==> config.mk <==
export PLATFORM = sky130hd
export DESIGN_NAME = cordic_iter_seq
export DESIGN_NICKNAME = d
export VERILOG_FILES = /design/src/rtl/cordic_iter_seq.sv
export SDC_FILE = /design/constraint.sdc
export NUM_CORES = 1
export LEC_CHECK = 0
export BUFFER_PORTS_ARGS = -buffer_cell sky130_fd_sc_hd__buf_4
export CORE_AREA = 2 2 222 115
export DETAILED_ROUTE_END_ITERATION = 6
export DIE_AREA = 0 0 224 117
export PLACE_DENSITY = 0.44
export SLEW_MARGIN = 5
export SYNTH_ARGS = -nofsm -noshare
export SYNTH_HDL_FRONTEND = slang
export SYNTH_SLANG_ARGS = --single-unit
export TNS_END_PERCENT = 5
==> constraint.sdc <==
create_clock -name clk_pad -period 5.2 [get_ports clk_pad]
set_input_delay 0.26 -clock clk_pad [delete_from_list [all_inputs] [get_ports clk_pad]]
set_output_delay 0.26 -clock clk_pad [all_outputs]
set_load 0.005 [all_outputs]
==> src/rtl/cordic_iter_seq.sv <==
// cordic_iter_seq: sequential CORDIC vectoring engine.
// The engine registers one (x, y) operand pair and performs one shift-add
// micro-rotation per clock for ITER clocks. The rotation direction comes
// from an external combinational decision stage, which is fed the 4 MSBs of
// the x/y registers through xm_pad/ym_pad.
//
// Handshake: a transfer happens on a rising edge where valid and ready are
// both high. The producer holds its data and valid until that edge. The
// consumer may raise or lower ready at any time. in_ready_pad is high only in
// IDLE, and out_valid_pad is high only in DONE. A result therefore never
// retires on the same edge that a new operand is accepted.
//
// Build option: define CORDIC_ITER_SEQ_SAT_EN to saturate each x/y update on
// signed overflow. Without it, the updates wrap modulo 2^WIDTH.
module cordic_iter_seq #(
  parameter int WIDTH = 16,
  parameter int ITER  = 12
) (
  input  logic             clk_pad,
  input  logic             rst_n_pad,
  input  logic             in_valid_pad,
  output logic             in_ready_pad,
  input  logic [WIDTH-1:0] x_in_pad,
  input  logic [WIDTH-1:0] y_in_pad,
  output logic [3:0]       xm_pad,
  output logic [3:0]       ym_pad,
  input  logic             d_pad,
  input  logic             dn_pad,
  output logic             out_valid_pad,
  input  logic             out_ready_pad,
  output logic [WIDTH-1:0] x_out_pad,
  output logic [ITER-1:0]  dir_out_pad,
  output logic             err_pad,
  output logic [1:0]       dbg_state_pad
);

  localparam int IW = (ITER > 1) ? $clog2(ITER) : 1;
  localparam logic [IW-1:0] LAST_I = IW'(ITER - 1);

  typedef enum logic [1:0] {
    ST_IDLE = 2'd0,
    ST_RUN  = 2'd1,
    ST_DONE = 2'd2
  } state_t;

  state_t                   r_state;
  state_t                   w_state_nxt;
  logic signed [WIDTH-1:0]  r_x;
  logic signed [WIDTH-1:0]  r_y;
  logic [WIDTH-1:0]         r_x_out;
  logic [IW-1:0]            r_i;
  logic [ITER-1:0]          r_dir;
  logic                     r_err;

  logic                     w_accept;
  logic                     w_retire;
  logic                     w_last;
  logic                     w_dec_sub;
  logic                     w_dec_add;
  logic                     w_dec_bad;
  logic signed [WIDTH-1:0]  w_x_sh;
  logic signed [WIDTH-1:0]  w_y_sh;
  logic signed [WIDTH-1:0]  w_x_plus;
  logic signed [WIDTH-1:0]  w_x_minus;
  logic signed [WIDTH-1:0]  w_y_plus;
  logic signed [WIDTH-1:0]  w_y_minus;
  logic signed [WIDTH-1:0]  w_x_nxt;
  logic signed [WIDTH-1:0]  w_y_nxt;
  logic                     w_dir_bit;

  // Handshake qualifiers and the decoded decision pair.
  assign w_accept  = in_valid_pad & in_ready_pad;
  assign w_retire  = out_valid_pad & out_ready_pad;
  assign w_last    = (r_i == LAST_I);
  assign w_dec_sub = d_pad & ~dn_pad;
  assign w_dec_add = ~d_pad & dn_pad;
  assign w_dec_bad = ~(w_dec_sub | w_dec_add);

  // Both shifted terms use the pre-update registers.
  assign w_x_sh = r_x >>> r_i;
  assign w_y_sh = r_y >>> r_i;

`ifdef CORDIC_ITER_SEQ_SAT_EN
  // Clamp a WIDTH+1 bit sum back to WIDTH bits. The two top bits differ
  // only when the sum overflowed.
  function automatic logic [WIDTH-1:0] f_sat(input logic [WIDTH:0] v);
    logic [WIDTH-1:0] r;
    if (v[WIDTH] != v[WIDTH-1]) begin
      r = v[WIDTH] ? {1'b1, {(WIDTH-1){1'b0}}} : {1'b0, {(WIDTH-1){1'b1}}};
    end else begin
      r = v[WIDTH-1:0];
    end
    return r;
  endfunction

  logic [WIDTH:0] w_x_plus_ext;
  logic [WIDTH:0] w_x_minus_ext;
  logic [WIDTH:0] w_y_plus_ext;
  logic [WIDTH:0] w_y_minus_ext;

  assign w_x_plus_ext  = {r_x[WIDTH-1], r_x} + {w_y_sh[WIDTH-1], w_y_sh};
  assign w_x_minus_ext = {r_x[WIDTH-1], r_x} - {w_y_sh[WIDTH-1], w_y_sh};
  assign w_y_plus_ext  = {r_y[WIDTH-1], r_y} + {w_x_sh[WIDTH-1], w_x_sh};
  assign w_y_minus_ext = {r_y[WIDTH-1], r_y} - {w_x_sh[WIDTH-1], w_x_sh};
  assign w_x_plus      = f_sat(w_x_plus_ext);
  assign w_x_minus     = f_sat(w_x_minus_ext);
  assign w_y_plus      = f_sat(w_y_plus_ext);
  assign w_y_minus     = f_sat(w_y_minus_ext);
`else
  assign w_x_plus  = r_x + w_y_sh;
  assign w_x_minus = r_x - w_y_sh;
  assign w_y_plus  = r_y + w_x_sh;
  assign w_y_minus = r_y - w_x_sh;
`endif

  // Select the micro-rotation. An invalid pair holds x/y and records a 0.
  always_comb begin
    w_x_nxt   = r_x;
    w_y_nxt   = r_y;
    w_dir_bit = 1'b0;
    if (w_dec_sub) begin
      w_x_nxt   = w_x_plus;
      w_y_nxt   = w_y_minus;
      w_dir_bit = 1'b1;
    end else if (w_dec_add) begin
      w_x_nxt   = w_x_minus;
      w_y_nxt   = w_y_plus;
    end
  end

  // Next-state logic and the state-decoded handshake outputs.
  always_comb begin
    w_state_nxt   = r_state;
    in_ready_pad  = 1'b0;
    out_valid_pad = 1'b0;
    case (r_state)
      ST_IDLE: begin
        in_ready_pad = 1'b1;
        if (in_valid_pad) w_state_nxt = ST_RUN;
      end
      ST_RUN: begin
        if (w_last) w_state_nxt = ST_DONE;
      end
      ST_DONE: begin
        out_valid_pad = 1'b1;
        if (out_ready_pad) w_state_nxt = ST_IDLE;
      end
      default: w_state_nxt = ST_IDLE;
    endcase
  end

  // State register.
  always_ff @(posedge clk_pad or negedge rst_n_pad) begin
    if (!rst_n_pad) r_state <= ST_IDLE;
    else            r_state <= w_state_nxt;
  end

  // Operand load, one micro-rotation per RUN cycle, and result capture.
  always_ff @(posedge clk_pad or negedge rst_n_pad) begin
    if (!rst_n_pad) begin
      r_x     <= '0;
      r_y     <= '0;
      r_x_out <= '0;
      r_i     <= '0;
      r_dir   <= '0;
      r_err   <= 1'b0;
    end else if (w_accept) begin
      r_x   <= x_in_pad;
      r_y   <= y_in_pad;
      r_i   <= '0;
      r_dir <= '0;
      r_err <= 1'b0;
    end else if (r_state == ST_RUN) begin
      r_x        <= w_x_nxt;
      r_y        <= w_y_nxt;
      r_dir[r_i] <= w_dir_bit;
      if (w_dec_bad) r_err <= 1'b1;
      if (w_last) begin
        r_i     <= '0;
        r_x_out <= w_x_nxt;
      end else begin
        r_i <= r_i + IW'(1);
      end
    end
  end

  // x_out only changes when a result completes, so it holds steady in DONE.
  assign x_out_pad     = r_x_out;
  assign dir_out_pad   = r_dir;
  assign err_pad       = r_err;
  assign xm_pad        = r_x[WIDTH-1 -: 4];
  assign ym_pad        = r_y[WIDTH-1 -: 4];
  assign dbg_state_pad = r_state;

endmodule
Word-level counts from Yosys, hierarchy flattened
Cells that the tools add are included.
{"block": "word_totals", "ff_bits": 67, "out_inout_bits": 41}
{"block": "classes", "mux": 26, "n_eq_ne": 7, "shift": 2, "magnitude_cmp": 2, "n_bitwise": 7, "reduce_logical": 8, "addsub": 5}
{"operator": "16-bit 2-to-1 mux", "count": 8}
{"operator": "16-bit adder", "count": 2}
{"operator": "16-bit by 4-bit >>> shifter with 16-bit output", "count": 2}
{"operator": "16-bit subtractor", "count": 2}
{"operator": "12-bit 2-to-1 mux", "count": 2}
{"operator": "12-bit bitwise mux", "count": 1}
{"operator": "4-bit 2-to-1 mux", "count": 3}
{"operator": "2-bit != test (second input constant)", "count": 4}
{"operator": "1-bit 2-to-1 mux", "count": 7}
{"operator": "2-bit 2-to-1 mux", "count": 3}
{"operator": "2-bit case mux with 3 select lines", "count": 1}
{"operator": "3-bit AND reduction", "count": 2}
{"operator": "4-bit by 5-bit < comparator with 1-bit output (second input constant)", "count": 1}
{"operator": "4-bit by 1-bit adder with 4-bit output (second input constant)", "count": 1}
{"operator": "1-bit demux with 4-bit select", "count": 1}
{"operator": "4-bit == test (second input constant)", "count": 1}
{"operator": "4-bit by 1-bit >= comparator with 1-bit output (second input constant)", "count": 1}
{"operator": "2-bit AND reduction", "count": 2}
{"operator": "1-bit AND", "count": 3}
{"operator": "1-bit NOT", "count": 3}
{"operator": "3-bit nonzero test", "count": 1}
{"operator": "2-bit by 1-bit == test with 1-bit output (second input constant)", "count": 1}
{"operator": "2-bit == test (second input constant)", "count": 1}
{"operator": "2-bit zero test", "count": 1}
{"operator": "other kinds (3)", "count": 3}

Logic depth before layout (Yosys ltp)
{"block": "logic_depth", "word_depth": 7, "depth_mapped": 23, "depth_no_buf": 20}

Least setup slack after synthesis
No wires, ideal clock.
{"block": "synth_timing", "path_type": "reg2reg", "startpoint": "register r_i[0]", "endpoint": "register r_y[14]", "slack_ns": 0.927, "path_stages_with_launch": 19, "t_arrival_ns": 4.137, "synth_period_minus_slack_ns": 4.273, "n_path_buf": 1, "setup_time_ns": 0.136, "cell_sequence": "dfrtp_1 -> buf_6 -> mux4_2 -> mux2_1 -> nor2_1 -> a21o_1 -> ha_1 -> nand2_1 -> o21a_1 -> fa_1 -> a21o_1 -> a21oi_1 -> o21bai_1 -> a2111oi_0 -> o31ai_1 -> a31o_2 -> a21oi_1 -> mux2i_1 -> a21oi_1"}
{"block": "synth_between", "elab_chain_len": 6}
{"item": "start: declaration", "line": "51", "text": "logic [IW-1:0] r_i;"}
{"item": "start signal: assignment", "line": "182", "text": "r_i <= r_i + IW'(1);"}
{"item": "16-bit by 4-bit >>> shifter with 16-bit output *", "line": "80", "text": "assign w_x_sh = r_x >>> r_i;"}
{"item": "16-bit adder", "line": "112", "text": "assign w_y_plus = r_y + w_x_sh;"}
{"item": "16-bit 2-to-1 mux", "line": "125", "text": "end else if (w_dec_add) begin"}
{"item": "16-bit 2-to-1 mux *", "line": "121", "text": "if (w_dec_sub) begin"}
{"item": "16-bit 2-to-1 mux *", "line": "173", "text": "end else if (r_state == ST_RUN) begin"}
{"item": "16-bit 2-to-1 mux *", "line": "167", "text": "end else if (w_accept) begin"}
{"item": "end signal: assignment", "line": "169", "text": "r_y <= y_in_pad;"}
{"item": "end signal: assignment", "line": "175", "text": "r_y <= w_y_nxt;"}
{"item": "end: declaration", "line": "49", "text": "logic signed [WIDTH-1:0] r_y;"}
Mark *: on every way between the ends. The rest lies on a longest branch, timed or not. The select of a mux whose other input is x is not followed.
A chain may end at the register's enable or synchronous reset.

Final worst setup path
{"block": "layout_timing", "startpoint": "register r_i[0]", "endpoint": "register r_x_out[14], in the netlist x_out_pad[14]"}
{"block": "layout_between", "elab_chain_len": 4}
{"item": "16-bit by 4-bit >>> shifter with 16-bit output", "line": "81", "text": "assign w_y_sh = r_y >>> r_i;"}
{"item": "16-bit subtractor", "line": "111", "text": "assign w_x_minus = r_x - w_y_sh;"}
{"item": "16-bit 2-to-1 mux", "line": "125"}
{"item": "16-bit 2-to-1 mux", "line": "121"}
{"item": "end signal: assignment", "line": "180", "text": "r_x_out <= w_x_nxt;"}
{"item": "end: declaration", "line": "50", "text": "logic [WIDTH-1:0] r_x_out;"}
Parallel ways exist; a longest one is shown, timed or not.

==> results.md <==
Detailed routing:
- For this run, design rule violations remaining after detail routing come to 0.
- After the first detailed-routing iteration, the DRC count stood at 680.
- Wires add up to 28,040 µm.
- The routed layout has 7,175 vias.
- Using the TritonRoute via totals, the vias-per-cell ratio works out to 5.519.
- In this run the remaining antenna-violating nets after routing total 0.
- Dividing the detail-routed wire length by the instance count gives approximately 22 µm.
- Before antenna repair, the detailed router went through 5 iterations.

Clocking:
- Clock latency on the worst-skew pair, taken at its later pin, is 0.37 ns.
- The tree built by TritonCTS fans out to between 60 and 70 sinks.
- TritonCTS built the clock tree.
- The clock tree root buffer cell is sky130_fd_sc_hd__clkbuf_16.
- The number of buffers between clock root and the deepest sink is 2.
- In this run the post-CTS setup repair buffer count came out at 0.
- The deepest level of the CTS H-tree is 3.
- The CTS buffer count is 9.
- The clock edge transition at the registers on the reported setup and hold paths is ~0.070 ns.

Cells and area:
- At the end of the flow, the number of nets in the layout was 1,065.
- The filler cell count is around 2.6k.
- Cells with a size suffix above 1 make up 19.04% of the layout.
- The area growth from synthesis to layout is 19.58%.

Logic synthesis:
- The flip-flop and latch count after synthesis is 67.
- Summing every instance area after synthesis gives 7174 µm².
- The number of different library cells used by synthesis comes to 67.
- The number of synthesized flops with an enable pin is 0.
- By count the netlist is led by sky130_fd_sc_hd__nand2_1 (100), sky130_fd_sc_hd__nor2_1 (77), sky130_fd_sc_hd__a21oi_1 (76).
- Counting flops with an async set or reset pin after synthesis yields a share of 100.0%.
- The cell count after synthesis came out at 901.
- The synthesized netlist net count is just under 1k.
- Of the synthesized area, sequential elements account for 23.37%.
- The flip-flop cell with the highest count after synthesis is sky130_fd_sc_hd__dfrtp_1.
- The portion of synthesized cell area occupied by the leading cell type is 23.37%.
- The per-instance average area after synthesis is 7.963 µm².
- The most common cell in the synthesized netlist is sky130_fd_sc_hd__nand2_1.
- After synthesis, the cell types taking the most area are sky130_fd_sc_hd__dfrtp_1 (23%), sky130_fd_sc_hd__ha_1 (9.1%), sky130_fd_sc_hd__mux4_2 (5.7%).
- During synthesis, Yosys emitted a total of 0 warnings.
- The cell type with the highest aggregate area in the netlist is sky130_fd_sc_hd__dfrtp_1.

Worst hold path:
- The path class of the tightest hold or removal check is primary input to register.
- The worst hold path passes through 3 cells.
- The startpoint of the worst hold path is y_in_pad[4].

STA:
- In the finished design, the share of the clock period the worst path needs comes to 93.39%.
- For the final database, setup skew stands at 0.01414 ns.
- The count of pins over their slew limit is 0.
- Setup repair after global routing left no endpoint under its margin.
- Counting I/O delays and the setup requirement, the final critical path takes 4.856 ns.
- Setup violations remaining at the end of the flow were counted as 0.
- The count of endpoints failing hold in the final timing report is 0.
- The achievable frequency is just over 200 MHz.
- Setup total negative slack on the finished layout was measured at 0 ns.
- The relative slew slack is 41.73%.
- The worst-margin pin slew is ~0.87 ns.

Worst setup path:
- Traced cell by cell, the critical path runs through buf_4, inv_1, buf_4, mux2i_1, nor2_1, a31o_2, o21ai_0, ha_1, o21bai_1, a211oi_1, o21ai_0, nand3_1, a21oi_1, nand2_1, a211oi_1, a21oi_1, o31ai_1.
- Counting cells, the worst reg-to-reg path comes to 17.
- The source of the critical timing path is r_i[0].
- The worst-path cell with the longest stage delay is sky130_fd_sc_hd__o21ai_0.
- The critical path runs through a total of 17 cells.
- The worst setup path is launched from a register.
- STA puts the critical path data required time at 5.46 ns.
- Broken down by cell family, the worst path's largest delay share belongs to compound AO/OA/AOI/OAI gates.
- The maximum single-stage delay on the critical path is 0.49 ns.
- The startpoint of the most critical register-to-register path is r_i[0].
- Together, buffers and inverters on the worst path number 3.
- The data arrival time of the critical path is 5.12 ns.
- The kind of critical path is register to register.
- The worst-path maximum fanout is 9.
- The nature of the critical path endpoint is a register.

Die:
- In this run the core area contains 41 standard-cell rows.
- The floorplan step set the die width to between 200 and 250 µm.
- The die footprint is 26,210 µm².
- The initial utilization of the core area, before any placement, comes to between 20 and 30%.
- The die boundary height is 117 µm.
- The core region is 24,470 µm².
- During I/O placement, the number of pins put on the boundary was 79.

GRT:
- The via count of the first global-routing pass was roughly 6.6k.
- The global-route usage over all layers is between 20 and 25%.
- The first-pass GRT wire length is 42,860 µm.
- Summed over all layers, the global routing overflow is 0.
- The initial antenna violation count was 1.
- Entering global routing, the biggest net connects a little under 50 pins.

Placed design:
- Summed over all nets, the half-perimeter wirelength after detailed placement is between 20,000 and 25,000 µm.
- The final weighted congestion in routability-driven placement is 0.9065.
- During placement, the flow inserted port buffers numbering between 70 and 80.

Run:
- Across the run, the number of max-cap violations was 0.

Outcome:
- The run finished with clean final reports.
## tightest hold or removal path, cell delays in order
cell                      delay (ns)
sky130_fd_sc_hd__buf_4          0.07
sky130_fd_sc_hd__nand2_1        0.03
sky130_fd_sc_hd__o21ai_0        0.06
## area by class of cell
class | count | area, µm² | area share, %
diodes | 1 | 2.502 | 0.02917
clock buffers | 11 | 242.7 | 2.829
clock inverters | 5 | 86.33 | 1.006
inverters | 58 | 217.7 | 2.538
multi-input cells | 715 | 5014 | 58.44
flip-flops and latches | 67 | 1678 | 19.56
well taps | 322 | 402.9 | 4.696
repair buffers | 121 | 935.9 | 10.91
## placed cells by master (no fill, tap or decap), drive strengths merged, types with 12 or more instances in the layout
cell type and count:
nand3 18, inv 56, nor2 77, xnor2 27, dfrtp 67, xor2 12
ha 52, mux4 18, a21o 18, o21ai 66, o31ai 14, a21oi 76
o21a 15, buf 120, a31oi 13, mux2 16, nand2b 14, mux2i 26
nor3 21, a22oi 14, nand2 100
## state kept, by name, summed over array words and instances (netlist names)
register       flops
dbg_state_pad      2
r_x               16
err_pad            1
x_out_pad         16
r_y               16
dir_out_pad       12
r_i                4
## path summary, 6_finish.rpt
check | to | slack (ns)
min | r_y[4] | 0.10
min reg2reg | x_out_pad[13] | 0.49
max reg2reg | x_out_pad[14] | 0.34
min in group asynchronous | r_x[12] | 0.38
max in group asynchronous | r_i[1] | 3.81
max | x_out_pad[14] | 0.34
## cells by family (layout without fill, tap and decap cells)
group / after synthesis / count (layout) / share of synthesized area [%]
and+or+nand+nor: 278 / 278 / 17.82
muxes: 60 / 60 / 11.96
AOI/OAI and AO/OA: 283 / 283 / 25.32
adders and majority gates: 55 / 55 / 9.906
other: 0 / 1 / 0
buffers and inverters: 119 / 195 / 6.854
DFF: 67 / 67 / 23.37
xor gates and xnor gates: 39 / 39 / 4.761
## through the flow
step | worst slack (ns) | hold WS, ns | std cells | cell area, µm² | util (%)
finish | 0.3436 | 0.1015 | 1300 | 8579 | 35.06
global route | 0.04305 | 0.09295 | 1299 | 8577 | 35.05
CTS | 0.2733 | 0.08643 | 1299 | 8576 | 35.05
detailed placement | 0.3388 | 0.2410 | 1282 | 8237 | 33.66
global placement | 0.4029 | 0.2324 | 1282 | 8237 | 33.66
floorplan | 0.9266 | -0.03559 | 901 | 7174 | -
## per-layer routing
metal / share of wire, % / track usage (%)
met2: 33 / 25.34
met5: 0 / 0
met3: 8.7 / 5.467
met1: 57 / 37.82
met4: 1.2 / 5.156
## what timing repair did
action,4_1_cts,5_1_grt
endpoints found under the hold margin,29,0
endpoints found under the setup margin,0,1
resized for setup,0,1
hold buffers,1,0
Power is left out: the tool's default activity adds up to more than one toggle a clock period on the data nets, which glitch-free logic cannot reach.
